File: src/rtl/axi_lsu_if.sv
// Data-side AXI4-Lite channel bundle between the load/store engine and the interconnect.
// Suffixes follow the master's view: _o driven by the master, _i driven by the slave.
interface axi_lsu_if #(
  parameter int ADDR_W = 64,
  parameter int DATA_W = 64
);
  localparam int STRB_W = DATA_W / 8;

  logic [ADDR_W-1:0] araddr_o;
  logic              arvalid_o;
  logic              arready_i;

  logic [DATA_W-1:0] rdata_i;
  logic [1:0]        rresp_i;
  logic              rvalid_i;
  logic              rready_o;

  logic [ADDR_W-1:0] awaddr_o;
  logic              awvalid_o;
  logic              awready_i;

  logic [DATA_W-1:0] wdata_o;
  logic [STRB_W-1:0] wstrb_o;
  logic              wvalid_o;
  logic              wready_i;

  logic [1:0]        bresp_i;
  logic              bvalid_i;
  logic              bready_o;

  modport master (
    output araddr_o, arvalid_o, rready_o,
    output awaddr_o, awvalid_o, wdata_o, wstrb_o, wvalid_o, bready_o,
    input  arready_i, rdata_i, rresp_i, rvalid_i,
    input  awready_i, wready_i, bresp_i, bvalid_i
  );

  modport slave (
    input  araddr_o, arvalid_o, rready_o,
    input  awaddr_o, awvalid_o, wdata_o, wstrb_o, wvalid_o, bready_o,
    output arready_i, rdata_i, rresp_i, rvalid_i,
    output awready_i, wready_i, bresp_i, bvalid_i
  );
endinterface

File: src/rtl/axi_lsu_master.sv
// MEM-stage load/store engine: one outstanding AXI4-Lite read or write per access,
// with busy/busy_end handshakes to the hazard controller.
module axi_lsu_master #(
  parameter int ADDR_W = 64,
  parameter int DATA_W = 64
) (
  input  logic                  clk,
  input  logic                  rst,
  input  logic                  mem_req_i,
  input  logic                  mem_we_i,
  input  logic [ADDR_W-1:0]     mem_addr_i,
  input  logic [DATA_W-1:0]     mem_wdata_i,
  input  logic [DATA_W/8-1:0]   mem_wmask_i,
  output logic [DATA_W-1:0]     mem_rdata_o,
  output logic                  axi_busy_o,
  output logic                  axi_busy_end_o,
  output logic                  axi_err_o,
  axi_lsu_if.master             axi
);
  localparam int STRB_W = DATA_W / 8;

  typedef enum logic [2:0] {
    IDLE,
    RD_ADDR,
    RD_DATA,
    WR_REQ,
    WR_RESP
  } state_t;

  state_t            state;
  logic [ADDR_W-1:0] addr_q;
  logic [DATA_W-1:0] wdata_q;
  logic [STRB_W-1:0] wmask_q;
  logic [DATA_W-1:0] rdata_q;
  logic              arvalid_q;
  logic              rready_q;
  logic              awvalid_q;
  logic              wvalid_q;
  logic              bready_q;
  logic              aw_done;
  logic              w_done;

  logic ar_hs;
  logic r_hs;
  logic aw_hs;
  logic w_hs;
  logic b_hs;
  logic aw_all;
  logic w_all;

  // Ready-qualified valids are only ever high in their own state, so the
  // handshakes double as state qualifiers for the completion outputs.
  assign ar_hs  = arvalid_q & axi.arready_i;
  assign r_hs   = rready_q  & axi.rvalid_i;
  assign aw_hs  = awvalid_q & axi.awready_i;
  assign w_hs   = wvalid_q  & axi.wready_i;
  assign b_hs   = bready_q  & axi.bvalid_i;
  assign aw_all = aw_done | aw_hs;
  assign w_all  = w_done  | w_hs;

  always_ff @(posedge clk) begin
    if (rst) begin
      state     <= IDLE;
      arvalid_q <= 1'b0;
      rready_q  <= 1'b0;
      awvalid_q <= 1'b0;
      wvalid_q  <= 1'b0;
      bready_q  <= 1'b0;
      aw_done   <= 1'b0;
      w_done    <= 1'b0;
      rdata_q   <= '0;
    end else begin
      case (state)
        IDLE: begin
          if (mem_req_i) begin
            addr_q  <= mem_addr_i;
            wdata_q <= mem_wdata_i;
            wmask_q <= mem_wmask_i;
            if (mem_we_i) begin
              state     <= WR_REQ;
              awvalid_q <= 1'b1;
              wvalid_q  <= 1'b1;
              aw_done   <= 1'b0;
              w_done    <= 1'b0;
            end else begin
              state     <= RD_ADDR;
              arvalid_q <= 1'b1;
            end
          end
        end
        RD_ADDR: begin
          if (ar_hs) begin
            arvalid_q <= 1'b0;
            rready_q  <= 1'b1;
            state     <= RD_DATA;
          end
        end
        RD_DATA: begin
          if (r_hs) begin
            rready_q <= 1'b0;
            rdata_q  <= axi.rdata_i;
            state    <= IDLE;
          end
        end
        WR_REQ: begin
          // AW and W complete independently; a same-cycle final handshake still moves on.
          if (aw_all && w_all) begin
            awvalid_q <= 1'b0;
            wvalid_q  <= 1'b0;
            aw_done   <= 1'b0;
            w_done    <= 1'b0;
            bready_q  <= 1'b1;
            state     <= WR_RESP;
          end else begin
            if (aw_hs) begin
              aw_done   <= 1'b1;
              awvalid_q <= 1'b0;
            end
            if (w_hs) begin
              w_done   <= 1'b1;
              wvalid_q <= 1'b0;
            end
          end
        end
        WR_RESP: begin
          if (b_hs) begin
            bready_q <= 1'b0;
            state    <= IDLE;
          end
        end
        default: begin
          state <= IDLE;
        end
      endcase
    end
  end

  assign axi.araddr_o  = addr_q;
  assign axi.arvalid_o = arvalid_q;
  assign axi.rready_o  = rready_q;
  assign axi.awaddr_o  = addr_q;
  assign axi.awvalid_o = awvalid_q;
  assign axi.wdata_o   = wdata_q;
  assign axi.wstrb_o   = wmask_q;
  assign axi.wvalid_o  = wvalid_q;
  assign axi.bready_o  = bready_q;

  // Busy rises in the request cycle itself so the pipeline stalls without a bubble.
  assign axi_busy_o     = (state != IDLE) | mem_req_i;
  assign axi_busy_end_o = r_hs | b_hs;
  assign axi_err_o      = (r_hs & (axi.rresp_i != 2'b00)) | (b_hs & (axi.bresp_i != 2'b00));
  assign mem_rdata_o    = r_hs ? axi.rdata_i : rdata_q;
endmodule

File: src/flat_wrapper.sv
// flat-port wrapper written by rule: the top's interface ports become plain ports
module axi_lsu_master_flat 
#(
  parameter int ADDR_W = 64,
  parameter int DATA_W = 64
)
  (clk, rst, mem_req_i, mem_we_i, mem_addr_i, mem_wdata_i, mem_wmask_i, mem_rdata_o, axi_busy_o, axi_busy_end_o, axi_err_o, axi_araddr_o, axi_arvalid_o, axi_rready_o, axi_awaddr_o, axi_awvalid_o, axi_wdata_o, axi_wstrb_o, axi_wvalid_o, axi_bready_o, axi_arready_i, axi_rdata_i, axi_rresp_i, axi_rvalid_i, axi_awready_i, axi_wready_i, axi_bresp_i, axi_bvalid_i);
  axi_lsu_if #(.ADDR_W(ADDR_W), .DATA_W(DATA_W)) axi_i ();
  input  logic clk;
  input  logic rst;
  input  logic mem_req_i;
  input  logic mem_we_i;
  input  logic [ADDR_W-1:0] mem_addr_i;
  input  logic [DATA_W-1:0] mem_wdata_i;
  input  logic [DATA_W/8-1:0] mem_wmask_i;
  output logic [DATA_W-1:0] mem_rdata_o;
  output logic axi_busy_o;
  output logic axi_busy_end_o;
  output logic axi_err_o;
  output wire logic [$bits(axi_i.araddr_o)-1:0] axi_araddr_o;
  output wire logic [$bits(axi_i.arvalid_o)-1:0] axi_arvalid_o;
  output wire logic [$bits(axi_i.rready_o)-1:0] axi_rready_o;
  output wire logic [$bits(axi_i.awaddr_o)-1:0] axi_awaddr_o;
  output wire logic [$bits(axi_i.awvalid_o)-1:0] axi_awvalid_o;
  output wire logic [$bits(axi_i.wdata_o)-1:0] axi_wdata_o;
  output wire logic [$bits(axi_i.wstrb_o)-1:0] axi_wstrb_o;
  output wire logic [$bits(axi_i.wvalid_o)-1:0] axi_wvalid_o;
  output wire logic [$bits(axi_i.bready_o)-1:0] axi_bready_o;
  input wire logic [$bits(axi_i.arready_i)-1:0] axi_arready_i;
  input wire logic [$bits(axi_i.rdata_i)-1:0] axi_rdata_i;
  input wire logic [$bits(axi_i.rresp_i)-1:0] axi_rresp_i;
  input wire logic [$bits(axi_i.rvalid_i)-1:0] axi_rvalid_i;
  input wire logic [$bits(axi_i.awready_i)-1:0] axi_awready_i;
  input wire logic [$bits(axi_i.wready_i)-1:0] axi_wready_i;
  input wire logic [$bits(axi_i.bresp_i)-1:0] axi_bresp_i;
  input wire logic [$bits(axi_i.bvalid_i)-1:0] axi_bvalid_i;
  assign axi_araddr_o = axi_i.araddr_o;
  assign axi_arvalid_o = axi_i.arvalid_o;
  assign axi_rready_o = axi_i.rready_o;
  assign axi_awaddr_o = axi_i.awaddr_o;
  assign axi_awvalid_o = axi_i.awvalid_o;
  assign axi_wdata_o = axi_i.wdata_o;
  assign axi_wstrb_o = axi_i.wstrb_o;
  assign axi_wvalid_o = axi_i.wvalid_o;
  assign axi_bready_o = axi_i.bready_o;
  assign axi_i.arready_i = axi_arready_i;
  assign axi_i.rdata_i = axi_rdata_i;
  assign axi_i.rresp_i = axi_rresp_i;
  assign axi_i.rvalid_i = axi_rvalid_i;
  assign axi_i.awready_i = axi_awready_i;
  assign axi_i.wready_i = axi_wready_i;
  assign axi_i.bresp_i = axi_bresp_i;
  assign axi_i.bvalid_i = axi_bvalid_i;
  axi_lsu_master #(.ADDR_W(ADDR_W), .DATA_W(DATA_W)) u_core (.clk(clk), .rst(rst), .mem_req_i(mem_req_i), .mem_we_i(mem_we_i), .mem_addr_i(mem_addr_i), .mem_wdata_i(mem_wdata_i), .mem_wmask_i(mem_wmask_i), .mem_rdata_o(mem_rdata_o), .axi_busy_o(axi_busy_o), .axi_busy_end_o(axi_busy_end_o), .axi_err_o(axi_err_o), .axi(axi_i));
endmodule
File: config.mk
export PLATFORM = sky130hd
export DESIGN_NAME = axi_lsu_master_flat
export DESIGN_NICKNAME = d
export VERILOG_FILES = /design/src/rtl/axi_lsu_if.sv /design/src/rtl/axi_lsu_master.sv /design/src/flat_wrapper.sv
export SDC_FILE = /design/constraint.sdc
export NUM_CORES = 1
export LEC_CHECK = 0
export ABC_AREA = 1
export CELL_PAD_IN_SITES_DETAIL_PLACEMENT = 1
export CELL_PAD_IN_SITES_GLOBAL_PLACEMENT = 2
export CORE_ASPECT_RATIO = 0.75
export CORE_MARGIN = 1
export CORE_UTILIZATION = 21
export CTS_CLUSTER_DIAMETER = 80
export DETAILED_ROUTE_END_ITERATION = 8
export MAX_ROUTING_LAYER = met4
export PLACE_DENSITY_LB_ADDON = 0.05
export SYNTH_ARGS = -nofsm -noshare
export SYNTH_HDL_FRONTEND = slang
export SYNTH_SLANG_ARGS = --single-unit
export TNS_END_PERCENT = 1
File: constraint.sdc
create_clock -name clk -period 11.99 [get_ports clk]
set_input_delay 2.398 -clock clk [delete_from_list [all_inputs] [get_ports clk]]
set_output_delay 2.398 -clock clk [all_outputs]
set_load 0.01 [all_outputs]
# Yosys cells after proc, flatten, opt, wreduce, memory -nomap -nowiden
# Cells that the tools add are included.
[totals]
register_bits = 210
inputBits = 213
output_inout_bits = 272
[classes]
eq_ne = 13
mux = 34
bitwise_logic = 13
n_reduce_logical = 16
[ops]
columns = ["operator", "count"]
rows = [
  ["2-to-1 mux 64 bit", 1],
  ["2-to-1 mux 1 bit", 19],
  ["2-to-1 mux 3 bit", 5],
  ["one-hot mux 3 bit (5 select lines)", 1],
  ["one-hot mux 1 bit (2 select lines)", 7],
  ["AND reduction 4 bit", 3],
  ["nonzero test 2 bit", 6],
  ["AND reduction 3 bit", 3],
  ["inequality test 2 x 1 -> 1 bit, second input constant", 4],
  ["AND 1 bit", 7],
  ["== test 3 x 2 -> 1 bit, second input constant", 2],
  ["inequality test 2 bit, second input constant", 3],
  ["inequality test 3 x 1 -> 1 bit, second input constant", 2],
  ["bitwise OR 1 bit", 5],
  ["AND reduction 5 bit", 1],
  ["== test 3 x 1 -> 1 bit, second input constant", 1],
  ["== test 3 bit, second input constant", 1],
  ["zero test 3 bit", 1],
  ["nonzero test 3 bit", 1],
  ["2-to-1 mux 2 bit", 1],
  ["logical AND 1 bit", 1],
  ["inverter 1 bit", 1],
]

# Depth between registers and ports, before layout
[depth]
ltp_word = 5
mapped_depth = 9
mapped_depth_nobuf = 8

# Worst setup path before layout
# Ideal clock, no wire load.
[synth_path]
path_kind = "input to register"
from = "input rst"
to = "register u_core.addr_q[0] (netlist: u_core.axi.araddr_o[0]) (enable)"
setup_ns = 0.798
arrival_ns = 12.179
t_required_ns = 11.192
path_slack_ns = -0.987
path_stages = 4
n_path_buf = 3
path_cell_list = "clkbuf_1 -> buf_2 -> buf_2 -> nor3_1"
[synth_between]
elab_chain_cells = 2
[synth_lines]
columns = ["item", "line_no", "rtl"]
rows = [
  ["start, declared", "flat_wrapper.sv:10", "input logic rst;"],
  ["inverter 1 bit (no source line)", "-", ""],
  ["AND reduction 3 bit (no source line)", "-", ""],
  ["end signal, assigned", "axi_lsu_master.sv:76", "addr_q <= mem_addr_i;"],
  ["end, declared", "axi_lsu_master.sv:31", "logic [ADDR_W-1:0] addr_q;"],
]
# Every way passes these cells.
# A chain may end at the register's enable or synchronous reset.

# Worst setup path in the final report
[layout_path]
from = "input axi_rvalid_i"
to = "output mem_rdata_o[27]"
[layout_between]
elab_chain_cells = 2
[layout_lines]
columns = ["item", "line_no", "rtl"]
rows = [
  ["start, declared", "flat_wrapper.sv:32", "input wire logic [$bits(axi_i.rvalid_i)-1:0] axi_rvalid_i;"],
  ["AND 1 bit", "axi_lsu_master.sv:54", "assign r_hs = rready_q & axi.rvalid_i;"],
  ["2-to-1 mux 64 bit", "axi_lsu_master.sv:152", "assign mem_rdata_o = r_hs ? axi.rdata_i : rdata_q;"],
  ["end, declared", "flat_wrapper.sv:16", "output logic [DATA_W-1:0] mem_rdata_o;"],
]
# Every way passes these cells.

==> flow_summary.json <==
{
  "status": "complete, no violations",
  "post_cts.repair.setup_buffers": 0,
  "syn-instance-count": 714,
  "cp-start-kind": "input port",
  "max_stage_delay_ns": 0.80,
  "cts_tree": "done",
  "clock_latency_ns": 0.54,
  "cts_buffer_depth": 3,
  "yosys-mux-area-fraction_pct": 0,
  "grt_max_degree": 78,
  "path_max_fanout": 77,
  "relSlewSlack_pct": 36.1,
  "r2r_cells": 5,
  "synth_top_family_by_area": "compound AO/OA/AOI/OAI gates",
  "rsz0062_at_grt": "no",
  "start_util_pct": 21.3,
  "max_freq_mhz": 130,
  "period_share_pct": 63.9,
  "htree_levels": 1,
  "synth-compound-area-share_pct": 15.9,
  "crit_family": "buffers and inverters",
  "slew_violations": 0,
  "tightestPinTransition_ns": 0.958,
  "yosysWarnings": 0,
  "crit_arrival_ns": 5.27,
  "final_cell_mix": "clkdlybuf4s50_1 (483), edfxtp_1 (136), nand2_1 (95)",
  "via_per_inst": 3.92,
  "multiInputGateArea_mm2": 0.00210,
  "hp-class": "reg -> reg",
  "setup_violations": 0,
  "yosys.area_share.adder_pct": 0,
  "drive_above_1_share_pct": 13.8,
  "grt_pass1_wl_mm": 45.1,
  "clock-root-buffer": "clkbuf_16",
  "num-nets-final": 1343,
  "dp_hpwl_mm": 26.0,
  "drtAntennaViolNets": 0,
  "skew_ns": 0.00962,
  "syn_nets": 927,
  "leakagePower_uw": 0.00502,
  "chipHeight_um": 178,
  "wire_per_inst_um": 19.7,
  "synth_enable_flop_cells": 136,
  "worstSetupEndpointType": "output port",
  "ys.flop_type": "edfxtp_1",
  "max-vdd-ir-drop_mv": 0.0991,
  "maxCapViolations": 0,
  "area_delta_synth_final_pct": 65.2,
  "postSynthAreaPerCell_um2": 12.2,
  "grt_pass1_vias": 6342,
  "coreArea_mm2": 0.0408,
  "cts_hold_buffers": 0,
  "post_synth_num_cell_types": 21,
  "worstHoldPathCells": 2,
  "globalplace.congestion": 0.752,
  "layout_commonest_cell": "clkdlybuf4s50_1",
  "dr.pass1.iters": 4,
  "p_per_area_mw_per_mm2": 193,
  "synth_area_mm2": 0.00869,
  "utilization_pct": 35.2,
  "antenna_found_initial": 5,
  "drc": 0,
  "die_w_um": 237,
  "numPortBuffers": 484,
  "grt_use_total_pct": 15.2,
  "synth-simple-area-share_pct": 8.11,
  "cp_cell_sequence": "clkdlybuf4s50_1 -> nand2_1 -> inv_4 -> buf_4 -> nand2_1 -> o21ai_2 -> clkdlybuf4s50_1",
  "slowest_stage": "buf_4",
  "cts_resized": 0,
  "path_clk_slew_ns": 0.06,
  "ios": 485,
  "seq_area_mm2": 0.00557,
  "rows": 64,
  "critPathKind": "in -> out",
  "crit_cells": 7,
  "grt_overflow": 0,
  "period_needed_ns": 7.67,
  "critPathBufInv": 4,
  "dr_total_vias": 6587,
  "n_fill_cell": 4409,
  "finalSetupTns_ns": 0,
  "hold_violations": 0,
  "cts_buffers": 25,
  "design.die.area_mm2": 0.0422,
  "cts_num_sinks": 210,
  "wirelength_mm": 33.1,
  "worstPathRequired_ns": 9.59,
  "ys_seq_area_share_pct": 64.0,
  "drt_iter0_drc": 248,
  "async_flop_share_pct": 0,
  "ys_seq_elements": 210,
  "synth_xor_area_share_pct": 0
}
## power by group
| part | internal (µW) | switching [µW] | total (µW) |
|---|---|---|---|
| Sequential | 932 | 46.8 | 979 |
| Clock | 469 | 310 | 779 |
| Combinational | 486 | 532 | 1020 |
## flip-flops by register name, indices dropped and copies added (netlist names)
register / cells
u_core.axi.wdata_o: 64
u_core.axi.araddr_o: 64
u_core.aw_done: 1
u_core.state: 3
u_core.axi.bready_o: 1
u_core.axi.arvalid_o: 1
u_core.axi.wstrb_o: 8
u_core.axi.awvalid_o: 1
u_core.w_done: 1
u_core.axi.rready_o: 1
u_core.axi.wvalid_o: 1
u_core.rdata_q: 64
## worst reg2reg max path, delay by kind of cell, from the launching register on
| kind | cells | cell delay, ns |
|---|---|---|
| buffers and inverters | 2 | 1.65 |
| flip-flops | 1 | 0.37 |
| AND/OR/NAND/NOR | 3 | 0.66 |
## synth_stat cells (2+ instances only)
cell type / count / area (µm²)
nand2_1: 95 / 357
buf_4: 82 / 616
clkbuf_1: 7 / 26.3
edfxtp_1: 136 / 4080
nand3_1: 8 / 40.0
a21oi_1: 8 / 40.0
o21ai_2: 50 / 438
inv_1: 79 / 297
inv_2: 2 / 7.51
o21ai_1: 14 / 70.1
buf_6: 6 / 67.6
o21ai_0: 5 / 25.0
a211oi_2: 64 / 801
buf_2: 5 / 25.0
nor2_2: 2 / 12.5
nor2_1: 73 / 274
dfxtp_1: 74 / 1480
## metal layers
layer  wire length [µm]  global-route usage, %  vias up
met3               2620                   4.97       36
met4                490                   4.00        0
met1              12600                   16.3     3124
li1                   -                      -     3211
met2              17500                   26.8      216
met5                  0                      -        -
## path summary, 6_finish.rpt
check	start	to	slack (ns)
setup / recovery	axi_rvalid_i	mem_rdata_o[27]	4.32
hold / removal	u_core.w_done	u_core.w_done	0.45
setup reg to reg	u_core.state[1]	u_core.axi.wdata_o[49]	8.88
hold reg to reg	u_core.w_done	u_core.w_done	0.45
## cell families after synthesis
logic type,count (synthesis)
and+or+nand+nor,181
buffers and inverters,181
AOI/OAI and AO/OA,142
DFF,210
## metrics by stage
step           setup slack (ns)  instances  area, µm²  hold WS, ns  total power [µW]
2_1_floorplan              3.27        714       8690        0.429              1580
3_3_place_gp               4.31       1631      13500        0.448              2040
3_5_place_dp               4.26       1631      13500        0.452              2040
4_1_cts                    4.25       1677      14300        0.461              2840
5_1_grt                    4.10       1682      14400        0.497              2950
6_report                   4.32       1682      14400        0.454              2780
## area by class of cell
| cell class | instances | area share (%) |
|---|---|---|
| Antenna cell | 5 | 0.0871 |
| Clock buffer | 30 | 4.49 |
| Clock inverter | 16 | 1.28 |
| Inverter | 81 | 2.14 |
| Multi-Input combinational cell | 323 | 14.7 |
| Sequential cell | 210 | 38.8 |
| Tap cell | 528 | 4.60 |
| Timing Repair Buffer | 489 | 34.0 |
No activity file was read; power rests on OpenSTA's default activity.
